--- config.mk ---
export PLATFORM = sky130hd
export DESIGN_NAME = iteration_sequencer_flat
export DESIGN_NICKNAME = d
export VERILOG_FILES = /design/src/rtl/iteration_sequencer_if.sv /design/src/rtl/iteration_sequencer.sv /design/src/flat_wrapper.sv
export SDC_FILE = /design/constraint.sdc
export NUM_CORES = 1
export LEC_CHECK = 0
export ABC_AREA = 1
export CAP_MARGIN = 40
export CORE_ASPECT_RATIO = 1.1
export CORE_MARGIN = 2
export CORE_UTILIZATION = 28
export DETAILED_ROUTE_END_ITERATION = 10
export DONT_BUFFER_PORTS = 1
export PLACE_DENSITY_LB_ADDON = 0.2
export REMOVE_ABC_BUFFERS = 1
export SETUP_SLACK_MARGIN = 0.15
export SYNTH_ARGS = -nofsm -noshare
export SYNTH_HDL_FRONTEND = slang
export SYNTH_SLANG_ARGS = --single-unit
--- constraint.sdc ---
create_clock -name clk -period 3.6 [get_ports clk]
set_clock_uncertainty 0.1 [all_clocks]
set_input_delay 0.9 -clock clk [delete_from_list [all_inputs] [get_ports clk]]
set_output_delay 0.9 -clock clk [all_outputs]
set_load 0.02 [all_outputs]
--- src/rtl/iteration_sequencer_if.sv ---
// Control/handshake bundle between the gradient-descent sequencer,
// the master, the xy-data process and the theta datapaths.
interface iteration_sequencer_if #(
  parameter int ITER_W = 16
);
  logic              start;
  logic              avg_valid_in;
  logic              conv_flag_in;
  logic              abort;
  logic              out_ready;
  logic              xy_valid_out;
  logic              en_theta;
  logic [1:0]        sel_theta;
  logic              output_valid;
  logic [ITER_W-1:0] iter_cnt;
  logic              timeout;
  logic              busy;

  modport master (
    output start, avg_valid_in, conv_flag_in,
    output abort, out_ready,
    input  xy_valid_out, en_theta, sel_theta,
    input  output_valid, iter_cnt, timeout, busy
  );

  modport slave (
    input  start, avg_valid_in, conv_flag_in,
    input  abort, out_ready,
    output xy_valid_out, en_theta, sel_theta,
    output output_valid, iter_cnt, timeout, busy
  );
endinterface

--- src/rtl/iteration_sequencer.sv ---
// Gradient-descent iteration controller: init, fixed-length calc
// phases, theta updates, convergence/limit exit and result handshake.
module iteration_sequencer #(
  parameter int CAL_CYCLES = 10,
  parameter int MAX_ITER   = 1000,
  parameter int CONV_HOLD  = 2,
  parameter int ITER_W     = 16
) (
  input logic                 clk,
  input logic                 rst,
  iteration_sequencer_if.slave sq
);
  localparam int CR_W = $clog2(CONV_HOLD + 1);

  typedef enum logic [2:0] {
    S_IDLE,
    S_WAIT,
    S_INIT,
    S_CAL,
    S_UPD,
    S_DONE
  } state_t;

  state_t            state;
  state_t            state_d;
  logic [15:0]       cal_cnt;
  logic [CR_W-1:0]   conv_run;
  logic [CR_W-1:0]   conv_d;
  logic [ITER_W-1:0] iter_d;
  logic              cal_last;
  logic              conv_hit;
  logic              iter_hit;
  logic              kill;

  assign cal_last = cal_cnt == 16'(CAL_CYCLES - 1);
  assign iter_d   = sq.iter_cnt + ITER_W'(1);
  assign conv_hit = conv_d == CR_W'(CONV_HOLD);
  assign iter_hit = iter_d == ITER_W'(MAX_ITER);
  assign kill     = sq.abort && state != S_IDLE;

  // Saturating run of consecutive converged updates.
  always_comb begin
    conv_d = '0;
    if (sq.conv_flag_in)
      conv_d = (conv_run == CR_W'(CONV_HOLD)) ?
               conv_run : conv_run + CR_W'(1);
  end

  always_comb begin
    state_d = state;
    if (kill) begin
      state_d = S_IDLE;
    end else begin
      unique case (state)
        S_IDLE: if (sq.start) state_d = S_WAIT;
        S_WAIT: if (sq.avg_valid_in) state_d = S_INIT;
        S_INIT: state_d = S_CAL;
        S_CAL:  if (cal_last) state_d = S_UPD;
        S_UPD:  state_d = (conv_hit || iter_hit) ? S_DONE : S_CAL;
        S_DONE: if (sq.out_ready) state_d = S_IDLE;
        default: state_d = S_IDLE;
      endcase
    end
  end

  // Outputs are registered from the next state so they stay Moore-clean.
  always_ff @(posedge clk) begin
    if (rst) begin
      state           <= S_IDLE;
      cal_cnt         <= '0;
      conv_run        <= '0;
      sq.iter_cnt     <= '0;
      sq.timeout      <= 1'b0;
      sq.busy         <= 1'b0;
      sq.en_theta     <= 1'b0;
      sq.sel_theta    <= 2'd2;
      sq.output_valid <= 1'b0;
      sq.xy_valid_out <= 1'b0;
    end else begin
      state           <= state_d;
      sq.busy         <= state_d != S_IDLE;
      sq.output_valid <= state_d == S_DONE;
      sq.en_theta     <= state_d == S_INIT || state_d == S_UPD;
      sq.xy_valid_out <= state == S_IDLE && sq.start;
      unique case (1'b1)
        state_d == S_WAIT,
        state_d == S_INIT: sq.sel_theta <= 2'd0;
        state_d == S_CAL,
        state_d == S_UPD:  sq.sel_theta <= 2'd1;
        default:           sq.sel_theta <= 2'd2;
      endcase
      if (state == S_CAL && state_d == S_CAL)
        cal_cnt <= cal_cnt + 16'd1;
      else
        cal_cnt <= '0;
      if (kill) begin
        conv_run <= '0;
      end else if (state == S_IDLE && sq.start) begin
        conv_run    <= '0;
        sq.iter_cnt <= '0;
        sq.timeout  <= 1'b0;
      end else if (state == S_UPD) begin
        conv_run    <= conv_d;
        sq.iter_cnt <= iter_d;
        sq.timeout  <= iter_hit && !conv_hit;
      end
    end
  end
endmodule

--- src/flat_wrapper.sv ---
// flat-port wrapper written by rule: the top's interface ports become plain ports
module iteration_sequencer_flat 
#(
  parameter int CAL_CYCLES = 10,
  parameter int MAX_ITER   = 1000,
  parameter int CONV_HOLD  = 2,
  parameter int ITER_W     = 16
)
  (clk, rst, sq_start, sq_avg_valid_in, sq_conv_flag_in, sq_abort, sq_out_ready, sq_xy_valid_out, sq_en_theta, sq_sel_theta, sq_output_valid, sq_iter_cnt, sq_timeout, sq_busy);
  iteration_sequencer_if #(.ITER_W(ITER_W)) sq_i ();
  input logic clk;
  input logic rst;
  input wire logic [$bits(sq_i.start)-1:0] sq_start;
  input wire logic [$bits(sq_i.avg_valid_in)-1:0] sq_avg_valid_in;
  input wire logic [$bits(sq_i.conv_flag_in)-1:0] sq_conv_flag_in;
  input wire logic [$bits(sq_i.abort)-1:0] sq_abort;
  input wire logic [$bits(sq_i.out_ready)-1:0] sq_out_ready;
  output wire logic [$bits(sq_i.xy_valid_out)-1:0] sq_xy_valid_out;
  output wire logic [$bits(sq_i.en_theta)-1:0] sq_en_theta;
  output wire logic [$bits(sq_i.sel_theta)-1:0] sq_sel_theta;
  output wire logic [$bits(sq_i.output_valid)-1:0] sq_output_valid;
  output wire logic [$bits(sq_i.iter_cnt)-1:0] sq_iter_cnt;
  output wire logic [$bits(sq_i.timeout)-1:0] sq_timeout;
  output wire logic [$bits(sq_i.busy)-1:0] sq_busy;
  assign sq_i.start = sq_start;
  assign sq_i.avg_valid_in = sq_avg_valid_in;
  assign sq_i.conv_flag_in = sq_conv_flag_in;
  assign sq_i.abort = sq_abort;
  assign sq_i.out_ready = sq_out_ready;
  assign sq_xy_valid_out = sq_i.xy_valid_out;
  assign sq_en_theta = sq_i.en_theta;
  assign sq_sel_theta = sq_i.sel_theta;
  assign sq_output_valid = sq_i.output_valid;
  assign sq_iter_cnt = sq_i.iter_cnt;
  assign sq_timeout = sq_i.timeout;
  assign sq_busy = sq_i.busy;
  iteration_sequencer #(.CAL_CYCLES(CAL_CYCLES), .MAX_ITER(MAX_ITER), .CONV_HOLD(CONV_HOLD), .ITER_W(ITER_W)) u_core (.clk(clk), .rst(rst), .sq(sq_i));
endmodule
==> implementation parameters <==
Parameter                              Value

Worst setup path
  Delay contributed by the slowest stage of the critical path    between 0.5 and 0.6 ns
  Number of cells traversed by the worst register-to-register path    15
  Delay-heaviest family, CP    simple AND/OR/NAND/NOR gates
  Critical Path Start    u_core.sq.iter_cnt[0]
  Worst Path Class, Setup    flop to flop
  Crit Reg-Reg Startpoint    u_core.sq.iter_cnt[0]
  Kind of start point of the critical path    flop
  RR Endpoint    u_core.cal_cnt[4]
  R2R setup slack    1.01 ns
  CP endpoint kind    flop
  Count of cell instances traversed by the critical path    15
  Largest fanout on the critical path    16
  Crit path arrival time    2.72 ns
  Series of cell instances along the critical path    ha_1 > nand2_1 > nor2_4 > nand2_1 > nand3b_1 > nor2_1 > nand2_1 > nor2_1 > nand3_2 > nand3_2 > nand2_2 > nand2_4 > nor2_4 > nand3_4 > nor2_1
  Critical path destination    u_core.cal_cnt[4]
  Critical path data required time    3.73 ns
  Cell at the slowest stage of the critical path    dfxtp_1
  CP Buf/Inv Count    0

Global route
  Largest net degree at the start of global routing    22
  GRT Resource Usage Total    around 13%
  Global-route wire length before repair    9660 µm
  GR Overflow Total    0
  Via count of the first global-routing pass    2,056
  Initial antenna violation count    0

Drt
  Routed wirelength normalized by instance count    12.25 µm
  Number of design-rule violations left by the first detailed-router iteration    61
  Total number of vias    between 2,000 and 2,500
  Residual DRC count    0
  Pre-antenna DRT Iters    4
  Via density per instance    between 4 and 5
  Detailed-route wire length    5623 µm
  Antenna-violating nets left    0

Placement
  Placed cells    between 400 and 500
  HPWL after DPL    4098 µm
  GP Congestion    about 0.84
  Count of input and output buffers    0

STA
  Crit share post-route    between 70% and 80%
  Fmax    a little under 400 MHz
  Final TNS setup    0 ns
  Worst relative slew slack    63.08%
  Setup-failing EPs final    0
  Final hold viol count    0
  Transition time at the pin with the least slew margin    about 0.55 ns
  Number of max-slew violations in the final report    0
  Setup repair after global routing missed its margin    no
  Final critical-path required period    around 2.6 ns

Clock tree
  Clock tree from TritonCTS    done
  Worst skew pair latency    between 0.2 and 0.3 ns
  Post-cts gate resize count    0
  Total clock buffers created by CTS    5
  Post-CTS setup buffer count    0
  Clock tree root driver cell    clkbuf_8
  Maximum buffer depth of the clock tree    2
  Number of buffers inserted for hold repair after clock tree synthesis    0
  Clock Pin Slew Worst Setup and Hold Paths    0.09 ns
  H-Tree Level Count    2
  Clock Sinks    44

Cells and area
  Area used by multi-input combinational logic    around 1400 µm²
  Diodes inserted    0
  Fill count    roughly 900
  Share of final-layout standard cells stronger than drive strength 1    ~11%
  Commonest cells after routing, fill and taps aside    nand2_1, dfxtp_1, inv_1
  Count of placed standard cells in the final layout, fillers left out    459
  Post-layout net count    between 300 and 400
  Register area    slightly below 900 µm²
  P&R area growth vs syn    8.129%
  Most common cell after layout, fill and taps aside    nand2_1

Job
  Max-cap violation count    0

Pwr
  Pwr Density    338.6 nW/µm²
  Power after layout    around 0.9 mW
  Worst VDD drop    about 0.17 mV
  Leakage power    slightly below 0.9 nW

Yosys
  Cell taking the most area after synthesis    dfxtp_1
  Flip-flop and latch count after synthesis    between 40 and 50
  Post-Syn Instances    about 340
  Largest cells by area after synthesis    dfxtp_1, nand2_1, inv_1
  Number of distinct library cells after synthesis    34
  Warnings, synthesis    0
  Share of Yosys cell area claimed by the top area cell type    35.99%
  Sequential share of the synthesized area    a little over a third
  Avg Cell Area, Syn    about 7.1 µm²
  Total standard cell area after synthesis    ~2400 µm²

Floorplan
  Horizontal die dimension    93.14 µm
  Io pins    30
  Area inside the core boundary    around 8500 µm²
  Starting density of the core    between 20% and 30%
  Total die area    about 9500 µm²
  Die Span Y    102.1 µm
  Number of rows in the core area    35

Min path
  Worst hold path class    flop to flop

Status
  Run status    complete, no violations
through the flow:
step	setup WS (ns)	instance area (µm²)	utilization, %	hold slack [ns]
after floorplan	1.331	2412	-	0.3334
after global placement	1.039	2559	30.27	0.3534
after detailed placement	0.9834	2559	30.27	0.3592
after CTS	0.9783	2646	31.31	0.3757
after global routing	0.6639	2646	31.31	0.3883
final	1.007	2646	31.31	0.3706
area by class of cell:
type | instances | share of cell area [%]
repair buffers | 1 | 0.2837
well taps | 111 | 5.248
inverters | 44 | 6.241
clock inverters | 3 | 0.7092
flip-flops and latches | 44 | 33.29
multi-input cells | 251 | 51.63
clock buffers | 5 | 2.600
worst register-to-register path, stage by stage, from the launching register on:
cell and delay, ns:
dfxtp_1 0.55, ha_1 0.25, nand2_1 0.12, nor2_4 0.21, nand2_1 0.09, nand3b_1 0.10
nor2_1 0.06, nand2_1 0.07, nor2_1 0.05, nand3_2 0.09, nand3_2 0.07, nand2_2 0.11
nand2_4 0.08, nor2_4 0.10, nand3_4 0.31, nor2_1 0.19
Yosys cell counts (all sizes together):
master  instances
a21oi          18
o21bai          2
dfxtp          44
nor4            1
nand4          12
o211ai          1
clkbuf          3
nand3b          3
nand3          35
buf             2
inv            44
nor3b           2
a31o            1
xnor2           2
a22oi           1
nand2          90
nor2           57
o21ai           6
xor2           11
nor3            2
a211oi          1
ha              4
o21a            2
worst min path at each step:
stage	from	end	slack (ns)	depth (start not counted)
finish	u_core.conv_run[1]	u_core.conv_run[1]	0.37	2
global route	u_core.cal_cnt[0]	u_core.cal_cnt[0]	0.39	1
CTS	u_core.conv_run[1]	u_core.conv_run[1]	0.38	2
detailed placement	u_core.cal_cnt[0]	u_core.cal_cnt[0]	0.36	1
global placement	u_core.conv_run[1]	u_core.conv_run[1]	0.35	2
floorplan	u_core.cal_cnt[0]	u_core.cal_cnt[0]	0.33	1
layer usage:
layer	global-route usage [%]	vias up	routed length (µm)
met5	0	-	0
met4	3.054	0	46
met3	3.761	4	259
met2	22.41	31	2631
met1	15.19	937	2685
li1	-	1104	-
state kept, by name (all words and copies together), names as in the netlist, 2 cells and up:
name                 count
u_core.cal_cnt          16
u_core.conv_run          2
u_core.sq.iter_cnt      16
u_core.sq.sel_theta      2
u_core.state             3
cell families after synthesis:
kind of cell | share of synthesized area (%)
simple gates | 41.72
fa+ha+maj | 2.045
flops | 35.99
compound gates | 7.413
xor+xnor | 4.652
buf+inv | 8.180
power breakdown:
part	total [mW]	internal (mW)	switching [mW]
Sequential	0.511	0.496	0.0147
Combinational	0.0674	0.0188	0.0485
Clock	0.318	0.136	0.182
Note: power is estimated with default switching activity, not from simulation.
